[src/rtl/ctrl_pipe_regs_pkg.sv]
// Shared definitions for the control-bundle pipeline: default group widths,
// bit positions of each control signal inside its group, and the kill FSM states.
package ctrl_pipe_regs_pkg;

    localparam int WB_W_DEF  = 2;
    localparam int MEM_W_DEF = 2;
    localparam int EX_W_DEF  = 4;

    // Bit positions inside each group, for the decoder and datapath
    localparam int WB_REGWRITE  = 1;
    localparam int WB_MEMTOREG  = 0;
    localparam int MEM_MEMREAD  = 1;
    localparam int MEM_MEMWRITE = 0;
    localparam int EX_ALUOP_HI  = 3;
    localparam int EX_ALUOP_LO  = 2;
    localparam int EX_ALUSRC    = 1;
    localparam int EX_REGDST    = 0;

    typedef enum logic {
        ST_IDLE = 1'b0,
        ST_KILL = 1'b1
    } kill_st_e;

endpackage

[src/rtl/pipe_ctrl_stage.sv]
// One control pipeline register: holds when en=0, loads zeros/invalid on a
// bubble or invalid input so control bits are never live without valid.
module pipe_ctrl_stage #(
    parameter int W = 4
) (
    input  logic         clk,
    input  logic         rst,
    input  logic         en,
    input  logic         bubble,
    input  logic [W-1:0] d,
    input  logic         d_valid,
    output logic [W-1:0] q,
    output logic         q_valid
);

    always_ff @(posedge clk) begin
        if (rst) begin
            q       <= '0;
            q_valid <= 1'b0;
        end else if (en) begin
            if (bubble || !d_valid) begin
                q       <= '0;
                q_valid <= 1'b0;
            end else begin
                q       <= d;
                q_valid <= 1'b1;
            end
        end
    end

endmodule

[src/rtl/ctrl_pipe_regs.sv]
// ID/EX, EX/MEM and MEM/WB control registers with stall/flush/kill bubble
// insertion, a memory-hold freeze and saturating bubble/flush perf counters.
module ctrl_pipe_regs
    import ctrl_pipe_regs_pkg::*;
#(
    parameter int WB_W      = WB_W_DEF,
    parameter int MEM_W     = MEM_W_DEF,
    parameter int EX_W      = EX_W_DEF,
    parameter int FLUSH_LEN = 1,
    parameter int CNT_W     = 16
) (
    input  logic             clk_i,
    input  logic             rst_i,
    input  logic [WB_W-1:0]  id_wb_i,
    input  logic [MEM_W-1:0] id_mem_i,
    input  logic [EX_W-1:0]  id_ex_i,
    input  logic             id_valid_i,
    input  logic             stall_i,
    input  logic             flush_i,
    input  logic             mem_hold_i,
    input  logic             cnt_clr_i,
    output logic             id_accept_o,
    output logic [EX_W-1:0]  ex_ex_o,
    output logic [MEM_W-1:0] ex_mem_o,
    output logic [WB_W-1:0]  ex_wb_o,
    output logic             ex_valid_o,
    output logic [MEM_W-1:0] mem_mem_o,
    output logic [WB_W-1:0]  mem_wb_o,
    output logic             mem_valid_o,
    output logic [WB_W-1:0]  wb_wb_o,
    output logic             wb_valid_o,
    output logic [CNT_W-1:0] bubble_cnt_o,
    output logic [CNT_W-1:0] flush_cnt_o
);

    localparam int KW      = $clog2(FLUSH_LEN) + 1;
    localparam int IDEX_W  = EX_W + MEM_W + WB_W;
    localparam int EXMEM_W = MEM_W + WB_W;

    logic                adv;
    logic                forced;
    logic [KW-1:0]       kill_cnt;
    logic [KW-1:0]       kill_nxt;
    kill_st_e            st;
    logic [IDEX_W-1:0]   idex_q;
    logic [EXMEM_W-1:0]  exmem_q;

    assign adv         = !mem_hold_i;
    assign id_accept_o = !mem_hold_i && !stall_i;

    always_ff @(posedge clk_i) begin
        if (rst_i) kill_cnt <= '0;
        else       kill_cnt <= kill_nxt;
    end

    // Flush restarts the window; a stall inside it bubbles without consuming a kill
    always_comb begin
        st       = (kill_cnt != '0) ? ST_KILL : ST_IDLE;
        kill_nxt = kill_cnt;
        forced   = 1'b0;
        if (adv) begin
            if (flush_i) begin
                forced   = 1'b1;
                kill_nxt = KW'(FLUSH_LEN - 1);
            end else if (st == ST_KILL) begin
                forced = 1'b1;
                if (!stall_i) kill_nxt = kill_cnt - KW'(1);
            end else if (stall_i) begin
                forced = 1'b1;
            end
        end
    end

    always_ff @(posedge clk_i) begin
        if (rst_i || cnt_clr_i) begin
            bubble_cnt_o <= '0;
            flush_cnt_o  <= '0;
        end else if (adv) begin
            if (forced && !(&bubble_cnt_o)) bubble_cnt_o <= bubble_cnt_o + CNT_W'(1);
            if (flush_i && !(&flush_cnt_o)) flush_cnt_o  <= flush_cnt_o + CNT_W'(1);
        end
    end

    pipe_ctrl_stage #(.W(IDEX_W)) u_idex (
        .clk(clk_i), .rst(rst_i), .en(adv), .bubble(forced),
        .d({id_ex_i, id_mem_i, id_wb_i}), .d_valid(id_valid_i),
        .q(idex_q), .q_valid(ex_valid_o)
    );

    pipe_ctrl_stage #(.W(EXMEM_W)) u_exmem (
        .clk(clk_i), .rst(rst_i), .en(adv), .bubble(1'b0),
        .d(idex_q[EXMEM_W-1:0]), .d_valid(ex_valid_o),
        .q(exmem_q), .q_valid(mem_valid_o)
    );

    pipe_ctrl_stage #(.W(WB_W)) u_memwb (
        .clk(clk_i), .rst(rst_i), .en(adv), .bubble(1'b0),
        .d(exmem_q[WB_W-1:0]), .d_valid(mem_valid_o),
        .q(wb_wb_o), .q_valid(wb_valid_o)
    );

    assign {ex_ex_o, ex_mem_o, ex_wb_o} = idex_q;
    assign {mem_mem_o, mem_wb_o}        = exmem_q;

endmodule

[config.mk]
export PLATFORM = sky130hd
export DESIGN_NAME = ctrl_pipe_regs
export DESIGN_NICKNAME = d
export VERILOG_FILES = /design/src/rtl/ctrl_pipe_regs_pkg.sv /design/src/rtl/pipe_ctrl_stage.sv /design/src/rtl/ctrl_pipe_regs.sv
export SDC_FILE = /design/constraint.sdc
export NUM_CORES = 1
export LEC_CHECK = 0
export ABC_AREA = 1
export BUFFER_PORTS_ARGS = -buffer_cell sky130_fd_sc_hd__buf_4
export CAP_MARGIN = 10
export CORE_MARGIN = 3
export CORE_UTILIZATION = 30
export CTS_CLUSTER_DIAMETER = 40
export DETAILED_ROUTE_END_ITERATION = 16
export PLACE_DENSITY_LB_ADDON = 0.15
export SLEW_MARGIN = 30
export SYNTH_ARGS = -nofsm -noshare
export SYNTH_HDL_FRONTEND = slang
export SYNTH_HIERARCHICAL = 1
export SYNTH_SLANG_ARGS = --single-unit
[constraint.sdc]
create_clock -name clk_i -period 1.8 [get_ports clk_i]
set_input_delay 0.09 -clock clk_i [delete_from_list [all_inputs] [get_ports clk_i]]
set_output_delay 0.09 -clock clk_i [all_outputs]
set_load 0.05 [all_outputs]
=== Word level (Yosys, flattened, before mapping) ===
Index checks and enable logic that the tools add are counted.

* Bitwise logic cells: 1
* Reductions and logical operators: 16
* Eq/ne operators: 1
* Multiplexer cells: 14
* Add/subtract/negate cells: 3

{| class="wikitable"
|+ Operator list
! cell !! count
|-
| adder 16 x 1 -> 16 bit (second input constant) || 2
|-
| AND reduction 16 bit || 2
|-
| 2-to-1 mux 1 bit || 11
|-
| 2-to-1 mux 8 bit || 1
|-
| logical NOT 1 bit || 5
|-
| 2-to-1 mux 4 bit || 1
|-
| AND reduction 2 bit || 2
|-
| logical AND 1 bit || 3
|-
| AND reduction 3 bit || 1
|-
| logical OR 1 bit || 2
|-
| 2-to-1 mux 2 bit || 1
|-
| inequality test 2 x 1 -> 1 bit (second input constant) || 1
|-
| nonzero test 2 bit || 1
|-
| inverter 1 bit || 1
|-
| subtractor 1 bit (second input constant) || 1
|}

* Bits of input ports: 15
* Register bits: 50
* Word-level logic and storage cells: 44

=== Depth between registers and ports, before layout ===
* Depth in word-level cells: 6
* Depth in mapped cells: 10

=== By module ===
The synthesis kept the hierarchy.

{| class="wikitable"
|+ By module, submodules not included
! module !! cells each !! instances !! area each (sq um)
|-
| ctrl_pipe_regs || 300 || 1 || 1989.4
|-
| pipe_ctrl_stage at u_idex || 41 || 1 || 341.6
|-
| pipe_ctrl_stage at u_exmem || 22 || 1 || 181.4
|-
| pipe_ctrl_stage at u_memwb || 14 || 1 || 111.4
|}

=== Worst setup path before layout ===
OpenSTA, ideal clock, no wires.

* Kind: register to register
* From: register flush_cnt_o[0]
* To: register flush_cnt_o[11]
* Stages on the path, launching flop included: 10
* Buffers on the path: 1
* Library setup time: 0.141 ns
* Path slack: -0.122 ns
* Clock period less this slack: 1.922 ns
* Data required time: 1.659 ns
* Arrival time: 1.782 ns
* Cell sequence: dfxtp_1 ha_1 nand2_2 nor2_4 nand2_4 nor2_2 nor2_1 buf_2 nand2_1 a21oi_2

* Longest elaborated chain between the ends: 4
* Elaborated cells on any way between the ends: 5
* Classes of those cells: add/sub (1); reduce/logical (4)

{| class="wikitable"
|+ Ends and longest elaborated chain
! item !! RTL line !! text
|-
| start: declaration || ctrl_pipe_regs.sv:33 || <nowiki>output logic [CNT_W-1:0] flush_cnt_o</nowiki>
|-
| start signal: assignment || ctrl_pipe_regs.sv:80 || <nowiki>if (flush_i && !(&flush_cnt_o)) flush_cnt_o <= flush_cnt_o + CNT_W'(1);</nowiki>
|-
| parallel branches: the longest is 4 deep, another holds adder 16 x 1 -> 16 bit || - ||
|}

Several ways; the timed one is not identified.
A chain may end at the register's enable or synchronous reset.

=== Worst setup path after layout ===
* From: register bubble_cnt_o[0]
* To: register bubble_cnt_o[10]

* Longest elaborated chain between the ends: 4
* Elaborated cells on any way between the ends: 5
* Classes of those cells: add/sub (1); reduce/logical (4)

{| class="wikitable"
|+ Ends and longest elaborated chain
! item !! RTL line !! text
|-
| start: declaration || ctrl_pipe_regs.sv:32 || <nowiki>output logic [CNT_W-1:0] bubble_cnt_o,</nowiki>
|-
| start signal: assignment || ctrl_pipe_regs.sv:79 || <nowiki>if (forced && !(&bubble_cnt_o)) bubble_cnt_o <= bubble_cnt_o + CNT_W'(1);</nowiki>
|-
| parallel branches: the longest is 4 deep, another holds adder 16 x 1 -> 16 bit || - ||
|}

Several ways; the timed one is not identified.

==> flow_summary.json <==
{
  "drv_slew": 0,
  "drv_cap": 0,
  "synth_top_area_cell": "dfxtp_1",
  "start_util_pct": 31.5,
  "arrival_ns": 1.86,
  "core_um2": 8340,
  "route.met3.wl_um": 317,
  "hp-start": "id_ex_i[0]",
  "synth_flop_cell": "dfxtp_1",
  "hp-class": "in -> reg",
  "final.min_clock_period_ns": 1.62,
  "worstSetupStartpointType": "flop",
  "rsz0062_at_grt": "no",
  "route.detailed.drc": 0,
  "port_buffers": 64,
  "post_synth_inst_count": 377,
  "die_area_um2": 9900,
  "worstPathRequired_ns": 2.04,
  "highest_layer": "met4",
  "avgSynthCellArea_um2": 6.96,
  "netlist_area_um2": 2620,
  "synthArstFlopShare_pct": 0,
  "antenna_found_initial": 0,
  "crit_type": "reg -> reg",
  "rr_startpoint": "bubble_cnt_o[0]$_SDFFE_PP0P_",
  "p_switching_mw": 0.552,
  "via_per_inst": 4.74,
  "critPathMaxFanout": 25,
  "synth_edf_count": 0,
  "vias": 2633,
  "clkLatencyLatePin_ns": 0.30,
  "crit_path_start": "bubble_cnt_o[0]$_SDFFE_PP0P_",
  "yosysWarnings": 6,
  "post_dp_cell_area_um2": 3240,
  "hold_ws_ns": 0.0670,
  "grt_max_degree": 26,
  "yosys.area_share.simple_pct": 41.2,
  "drtAntennaViolNets": 0,
  "synth_seq_cells": 50,
  "grt_use_total_pct": 14.7,
  "seq_area_frac_synth_pct": 38.1,
  "pwr-share-seq_pct": 55.1,
  "fmax_mhz": 617,
  "synth.area.mux_share_pct": 0,
  "post-cts-setup-buffer-count": 0,
  "switching_share_pct": 27.0,
  "wl_met1_um": 3340,
  "power.leakage_nw": 1.31,
  "pwr-share-comb_pct": 10.8,
  "hold_buffers": 0,
  "ys_types": 31,
  "cts_root_buffer": "clkbuf_8",
  "cts.sinks": 50,
  "wl_um": 6910,
  "power_density_nw_per_um2": 611,
  "place_congestion": 0.829,
  "irDropWorstVdd_v": 0.000264,
  "die_w_um": 99.5,
  "h-tree-depth": 2,
  "synth_top_family_by_area": "simple AND/OR/NAND/NOR gates",
  "fin_util_pct": 40.1,
  "yosys.area_share.adder_pct": 0.954,
  "cts_buffer_depth": 2,
  "yosys.area.top_type_share_pct": 38.1,
  "dp_hpwl_um": 5090,
  "area_growth_pct": 27.6,
  "drtIter0Drc": 94,
  "met2_length_um": 3220,
  "period_share_pct": 90.0,
  "numCtsBuffers": 5,
  "status": "finished clean",
  "die_y_um": 99.5,
  "cp-end-kind": "flop",
  "antenna_cells": 0,
  "num_rows": 33,
  "clk_pin_slew_ns": 0.10,
  "skew_ns": 0.00686,
  "yosys-top-cells-area": "dfxtp_1 38%, nand2_1 15%, nor2_1 7.6%, a21oi_1 6.5%, nand3_1 5.7%",
  "fin_area_um2": 3350,
  "synth_compound_area_share_pct": 10.7,
  "synth-xor-area-share_pct": 1.67,
  "drive_above_1_share_pct": 27.3,
  "overflow": 0,
  "tritoncts": "yes",
  "final_nets": 467,
  "grt_pass1_wl_um": 11900,
  "drt_pass1_iterations": 4,
  "hold_viol": 0,
  "grt_pass1_vias": 2458,
  "power_frac_clock_pct": 34.1,
  "setup_viol": 0,
  "intPower_mw": 1.49,
  "ios": 65,
  "wl_per_cell_um": 12.4
}
[cell type report]
type	count	area [µm²]
Timing Repair Buffer	74	556
Inverter	30	113
Sequential cell	50	1010
Clock buffer	6	82.6
Tap cell	105	131
Clock inverter	2	12.5
Multi-Input combinational cell	289	1450
Fill cell	895	4990
[kinds of logic after synthesis]
logic type	after synthesis
compound gates	47
xor+xnor	5
fa+ha+maj	2
buf+inv	39
flops	50
other cells	1
simple gates	233
[cell usage in the layout (no fill, tap or decap), types with 3 or more instances in the layout]
cell / Yosys / routed
inv_2: 6 / 6
nor2_4: 4 / 5
nand4_1: 19 / 19
nor2_1: 53 / 52
nand3b_1: 3 / 3
nand2_4: 6 / 6
xor2_1: 4 / 4
inv_1: 23 / 23
o21ai_0: 3 / 3
a21oi_2: 9 / 9
buf_4: 0 / 74
dfxtp_1: 50 / 46
nand2_1: 104 / 104
clkbuf_8: 0 / 6
nand3_1: 30 / 30
dfxtp_2: 0 / 4
a21oi_1: 34 / 34
nor2_2: 4 / 4
nand2_2: 5 / 5
[Yosys cell counts (3+ instances only)]
master / n
nor2_2: 4
nand2_4: 6
xor2_1: 4
inv_2: 6
a21oi_2: 9
nand3b_1: 3
nand3_1: 30
dfxtp_1: 50
nor2_4: 4
a21oi_1: 34
nand4_1: 19
nand2_2: 5
nand2_1: 104
nor2_1: 53
buf_6: 3
o21ai_0: 3
inv_1: 23
[stage by stage]
step	power (mW)	TNS [ns]	instances	worst slack [ns]
after detailed placement	1.38	-1.02	548	-0.143
after floorplan	1.30	0	378	0.0773
final	2.05	0	556	0.180
after global placement	1.37	-0.568	548	-0.0628
after CTS	2.09	0	556	0.109
after global routing	2.15	0	556	0.0218
[critical path: stages (launching register included)]
cell,delay [ns]
dfxtp_2,0.35
ha_1,0.22
nand3_1,0.12
inv_1,0.08
nand2_2,0.15
nand2_4,0.10
nand2_4,0.24
nand2_1,0.11
nand2_1,0.07
nand2_1,0.04
nor2_1,0.07
[state kept, by name (all words and copies together) (netlist names)]
register	cells
bubble_cnt_o	16
flush_cnt_o	16
u_idex/q	8
u_exmem/q	4
u_memwb/q	2
kill_cnt	1
u_exmem/q_valid	1
u_idex/q_valid	1
u_memwb/q_valid	1
[final timing paths]
check	end	slack (ns)	cells after the start
setup reg to reg	bubble_cnt_o[10]$_SDFFE_PP0P_	0.18	10
setup / recovery	bubble_cnt_o[10]$_SDFFE_PP0P_	0.18	10
hold reg to reg	u_idex/q[7]$_SDFFE_PP0P_	0.47	2
hold / removal	u_idex/q[4]$_SDFFE_PP0P_	0.07	3
[metal layers]
metal  vias to the layer above  track usage, %
met1                      1203            19.8
li1                       1376               -
met5                         -               0
met3                         2            3.23
met2                        52            23.6
met4                         0            4.10
[power by group through the flow]
stage	Combinational [mW]	Sequential [mW]	Clock, mW
floorplan	0.114	1.19	0
global placement	0.221	1.15	0
detailed placement	0.221	1.15	0
CTS	0.222	1.13	0.740
global route	0.242	1.13	0.773
finish	0.220	1.13	0.698
[what timing repair did]
action	CTS	global route
endpoints found under the setup margin	12	2
gates resized for setup	1	1
hold endpoints to repair	0	0
Note: power is estimated with default switching activity, not from simulation.
